[src/rtl/pc_seq_pkg.sv]
// pc_seq_pkg: command encoding, priority encoder and default parameters for the PC sequencer
package pc_seq_pkg;
    localparam int DEF_WIDTH = 8;
    localparam int DEF_STACK_DEPTH = 4;
    localparam int DEF_RESET_VECTOR = 0;
    localparam int DEF_TRAP_VECTOR = 'hF0;

    typedef enum logic [2:0] {
        CMD_HOLD,
        CMD_INC,
        CMD_BRANCH,
        CMD_LOAD,
        CMD_CALL,
        CMD_RET,
        CMD_HALT
    } cmd_t;

    function automatic cmd_t encode_cmd(input logic halt, input logic ret, input logic call,
                                        input logic load, input logic branch, input logic increment);
        return halt ? CMD_HALT : ret ? CMD_RET : call ? CMD_CALL : load ? CMD_LOAD :
               branch ? CMD_BRANCH : increment ? CMD_INC : CMD_HOLD;
    endfunction
endpackage

[src/rtl/pc_return_stack.sv]
// pc_return_stack: LIFO register file indexed by occupancy, no circular overwrite
module pc_return_stack #(
    parameter int WIDTH = 8,
    parameter int DEPTH = 4
) (
    input  logic                   clk,
    input  logic                   reset,
    input  logic                   push,
    input  logic                   pop,
    input  logic [WIDTH-1:0]       din,
    output logic [WIDTH-1:0]       dout,
    output logic                   full,
    output logic                   empty,
    output logic [$clog2(DEPTH):0] depth
);
    localparam int AW = $clog2(DEPTH);
    localparam int DW = AW + 1;
    logic [WIDTH-1:0] mem [DEPTH];
    logic [AW-1:0] idx;
    assign idx = depth[AW-1:0];
    assign full = depth == DW'(DEPTH);
    assign empty = depth == '0;
    // at full depth the low bits wrap to 0, so idx-1 still names the top entry
    assign dout = mem[idx - AW'(1)];
    always_ff @(posedge clk or posedge reset)
        if (reset)
            depth <= '0;
        else if (push && !full)
            depth <= depth + DW'(1);
        else if (pop && !empty)
            depth <= depth - DW'(1);
    always_ff @(posedge clk)
        if (push && !full)
            mem[idx] <= din;
endmodule

[src/rtl/pc_sequencer.sv]
// pc_sequencer: program counter with branch, call/ret stack, halt and sticky stack error flags
// PC_SEQ_TRAP_EN: stack errors redirect pc to TRAP_VECTOR instead of target/increment
module pc_sequencer
    import pc_seq_pkg::*;
#(
    parameter int               WIDTH        = DEF_WIDTH,
    parameter int               STACK_DEPTH  = DEF_STACK_DEPTH,
    parameter logic [WIDTH-1:0] RESET_VECTOR = WIDTH'(DEF_RESET_VECTOR),
    parameter logic [WIDTH-1:0] TRAP_VECTOR  = WIDTH'(DEF_TRAP_VECTOR)
) (
    input  logic                         clk,
    input  logic                         reset,
    input  logic                         halt,
    input  logic                         increment,
    input  logic                         load,
    input  logic                         branch,
    input  logic                         call,
    input  logic                         ret,
    input  logic [WIDTH-1:0]             target,
    input  logic [7:0]                   offset,
    output logic [WIDTH-1:0]             pc,
    output logic [$clog2(STACK_DEPTH):0] stack_depth,
    output logic                         overflow,
    output logic                         underflow
);
`ifdef PC_SEQ_TRAP_EN
    localparam bit TRAP_EN = 1'b1;
`else
    localparam bit TRAP_EN = 1'b0;
`endif
    cmd_t cmd;
    logic [WIDTH-1:0] pc_inc, off_ext, top, pc_next;
    logic push, pop, full, empty, ov_set, un_set;
    assign cmd = encode_cmd(halt, ret, call, load, branch, increment);
    assign pc_inc = pc + WIDTH'(1);
    // size cast sign-extends the offset, or truncates it when WIDTH < 8
    assign off_ext = WIDTH'($signed(offset));
    always_comb begin
        pc_next = pc;
        push = 1'b0;
        pop = 1'b0;
        ov_set = 1'b0;
        un_set = 1'b0;
        case (cmd)
            CMD_INC:    pc_next = pc_inc;
            CMD_BRANCH: pc_next = pc + off_ext;
            CMD_LOAD:   pc_next = target;
            CMD_CALL: begin
                push = !full;
                ov_set = full;
                pc_next = (full && TRAP_EN) ? TRAP_VECTOR : target;
            end
            CMD_RET: begin
                pop = !empty;
                un_set = empty;
                pc_next = !empty ? top : TRAP_EN ? TRAP_VECTOR : pc_inc;
            end
            default: pc_next = pc;
        endcase
    end
    always_ff @(posedge clk or posedge reset)
        if (reset) begin
            pc <= RESET_VECTOR;
            overflow <= 1'b0;
            underflow <= 1'b0;
        end else begin
            pc <= pc_next;
            overflow <= overflow | ov_set;
            underflow <= underflow | un_set;
        end
    pc_return_stack #(.WIDTH(WIDTH), .DEPTH(STACK_DEPTH)) u_stack (
        .clk(clk),
        .reset(reset),
        .push(push),
        .pop(pop),
        .din(pc_inc),
        .dout(top),
        .full(full),
        .empty(empty),
        .depth(stack_depth)
    );
endmodule
[config.mk]
export PLATFORM = sky130hd
export DESIGN_NAME = pc_sequencer
export DESIGN_NICKNAME = d
export VERILOG_FILES = /design/src/rtl/pc_seq_pkg.sv /design/src/rtl/pc_return_stack.sv /design/src/rtl/pc_sequencer.sv
export SDC_FILE = /design/constraint.sdc
export NUM_CORES = 1
export LEC_CHECK = 0
export BUFFER_PORTS_ARGS = -buffer_cell sky130_fd_sc_hd__buf_2
export CORE_ASPECT_RATIO = 1.25
export CORE_MARGIN = 2
export CORE_UTILIZATION = 30
export DETAILED_ROUTE_END_ITERATION = 16
export RECOVER_POWER = 25
export SYNTH_ARGS = -nofsm -noshare
export SYNTH_HDL_FRONTEND = slang
export SYNTH_SLANG_ARGS = --single-unit
[constraint.sdc]
create_clock -name clk -period 3.3 [get_ports clk]
set_input_delay 0.66 -clock clk [delete_from_list [all_inputs] [get_ports clk]]
set_output_delay 0.66 -clock clk [all_outputs]
set_load 0.05 [all_outputs]
==> results_dict.tcl <==
set metrics [dict create \
    post_cts_buffers 0 \
    cts_root_buf "clkbuf_8" \
    cts-hold-fix-buffers 0 \
    start_util_pct 31.0 \
    yosysSeqAreaShare_pct 52.9 \
    drt_iter0_markers 77 \
    vias_per_cell 5.13 \
    hold_viol 0 \
    post_dp_cell_area_sq_mm 0.00270 \
    stdcell_area_sq_mm 0.00279 \
    cellLeakagePower_uw 0.00110 \
    status "finished clean" \
    cts_tree "built" \
    min_path_type "in2async" \
    min_period_ns 2.26 \
    die_w_um 84.5 \
    crit_arrival_ns 2.45 \
    async_flop_share_pct 28.9 \
    vias 1661 \
    gp_congestion 0.816 \
    post-synth-top-area-cell "edfxtp_1" \
    clock_sinks 45 \
    vdd_drop_max_v 0.000317 \
    wl_per_cell_um 16.3 \
    port_buffers 36 \
    overflow 0 \
    drt_wl_total_um 5280 \
    endpoint_kind "register" \
    grt_usage_pct 12.8 \
    insertion_delay_ns 0.31 \
    dieHeight_um 105 \
    synthFlopType "edfxtp_1" \
    first_pass_iters 4 \
    grt_pass1_vias 1785 \
    pre_cts_ws_ns 1.01 \
    fmax_ghz 0.443 \
    rr_startpoint "u_stack.depth[0]$_DFFE_PP0P_" \
    synth_edf_count 32 \
    setup_viol 0 \
    startpoint "u_stack.depth[0]$_DFFE_PP0P_" \
    reg2reg_depth 7 \
    dp_hpwl_um 3980 \
    cp.required_ns 3.49 \
    crit_path_start_kind "register" \
    clk_pin_slew_ns 0.09 \
    grt_pass1_wl_um 8860 \
    cts_made_buffers 5 \
    path_max_fanout 14 \
    worstMarginPinSlew_ns 0.655 \
    path_class "reg2reg" \
    fin_cells 324 \
    netlist_area_sq_mm 0.00243 \
    yosys_register_bits 45 \
    postCtsResizedCells 0 \
    slew_headroom_pct 56.2 \
    placed_cells 316 \
    ios 37 \
    num_rows 36 \
    fin_skew_ns 0.00561 \
    syn_area_per_cell_sq_um 12.7 \
    cap_violations 0 \
    grt_max_degree 16 \
    tns_ns 0 \
    ant_nets 0 \
    yosys-top-cells-area "edfxtp_1 40%, dfrtp_1 13%, mux4_2 7.4%" \
    syn_nets 229 \
    yosys_warnings 0 \
    drive_gt1_share_pct 25.8 \
    yosys.cell_types.count 47 \
    nNetsFinal 266 \
    fin_ws_ns 1.04 \
    core_sq_mm 0.00784 \
    synthCells 191 \
    clockBufferDepth 2 \
    rsz0062_at_grt "false" \
    p_per_area_mw_per_mm2 867 \
    finalMaxSlewViolations 0 \
    area_growth_pct 14.7 \
    drc 0 \
    die_area_sq_mm 0.00885 \
    yosys.area.top_type_share_pct 39.5 \
    antenna_found_initial 0 \
    min_period_over_period_pct 68.4 \
    total_power_uw 2420 \
    antenna_cells 0 \
    htreeDepth 2 \
]
-- state kept, by name, indices dropped and copies added (netlist names) --
| signal | cells |
|---|---|
| overflow | 1 |
| pc | 8 |
| u_stack.depth | 3 |
| u_stack.mem | 32 |
| underflow | 1 |
-- worst paths after layout --
| check | slack, ns | end |
|---|---|---|
| worst max-delay path | 1.04 | u_stack.depth[1]$_DFFE_PP0P_ |
| worst min-delay path | 0.37 | underflow$_DFF_PP0_ |
| worst max register to register | 1.04 | u_stack.depth[1]$_DFFE_PP0P_ |
| worst min register to register | 0.48 | underflow$_DFF_PP0_ |
| max in group asynchronous | 2.58 | u_stack.depth[0]$_DFFE_PP0P_ |
| min in group clk | 0.48 | underflow$_DFF_PP0_ |
-- area by class of cell --
type	count	area (sq um)
flip-flops and latches	45	1290
repair buffers	37	188
inverters	10	37.5
fillers	806	5050
clock buffers	5	68.8
multi-input cells	129	1070
well taps	95	119
clock inverters	3	21.3
-- synthesized netlist by cell type (2+ instances only) --
cell type  count
mux4_2         8
xnor2_1        8
nor2_1        11
o21ai_0        4
nand3_1        4
edfxtp_1      32
or3_1          2
a21o_1         4
ha_1          13
a21oi_1       12
o22ai_1        4
buf_2          4
inv_1         10
a221o_1        3
and2_1         3
nor3_1         3
and3_1         3
a22oi_1        5
o21a_1         3
xor2_1         5
nand2_1       10
dfrtp_1       13
a221oi_1       3
-- cell families (layout without fill, tap and decap cells) --
group                      Yosys count  after routing  share of synthesized area (%)
and+or+nand+nor                     46             46                           10.3
adders and majority gates           14             14                           7.51
muxes                                9              9                           7.87
DFF                                 45             45                           52.9
AOI/OAI and AO/OA                   47             47                           13.6
xor gates and xnor gates            13             13                           4.68
buffers and inverters               17             55                           3.14
-- cell usage in the layout, fill, tap and decap left out, drive strengths merged, types with 2 or more instances in the layout --
| master | synthesis | final |
|---|---|---|
| buf | 6 | 37 |
| edfxtp | 32 | 32 |
| ha | 13 | 13 |
| dfrtp | 13 | 13 |
| a21oi | 12 | 12 |
| nor2 | 12 | 12 |
| inv | 10 | 11 |
| nand2 | 10 | 10 |
| xnor2 | 8 | 8 |
| mux4 | 8 | 8 |
| xor2 | 5 | 5 |
| a22oi | 5 | 5 |
| clkbuf | 1 | 5 |
| o21ai | 5 | 5 |
| nand3 | 4 | 4 |
| a21o | 4 | 4 |
| o22ai | 4 | 4 |
| nor3 | 4 | 4 |
| a221oi | 4 | 4 |
| and3 | 3 | 3 |
| a221o | 3 | 3 |
| o21a | 3 | 3 |
| and2 | 3 | 3 |
| or3 | 2 | 2 |
-- report_power, final --
part,switching [uW],internal (uW),total (uW),leakage [uW]
sequential,108,771,879,0.000436
clock,203,150,353,0.0000445
combinational,740,446,1190,0.000623
-- per-layer routing --
layer | vias up | track usage, % | routed length (um)
met4 | 0 | 5.56 | 142
li1 | 807 | - | -
met1 | 810 | 15.3 | 2210
met5 | - | 0 | 0
met3 | 10 | 2.21 | 175
met2 | 34 | 22.2 | 2760
-- worst max-delay path, stage by stage, from the launching register on --
cell and delay (ns):
dfrtp_1 0.33, buf_4 0.24, inv_1 0.10, ha_1 0.25
nor2b_1 0.16, nor3b_2 0.56, nor2_1 0.17, mux2_1 0.34
-- stage by stage --
stage | utilization [%] | hold slack, ns
after floorplan | - | 0.537
after global placement | 34.5 | 0.472
after detailed placement | 34.5 | 0.468
after CTS | 35.6 | 0.390
after global routing | 35.6 | 0.413
final | 35.6 | 0.372
Note: power is estimated with default switching activity, not from simulation.
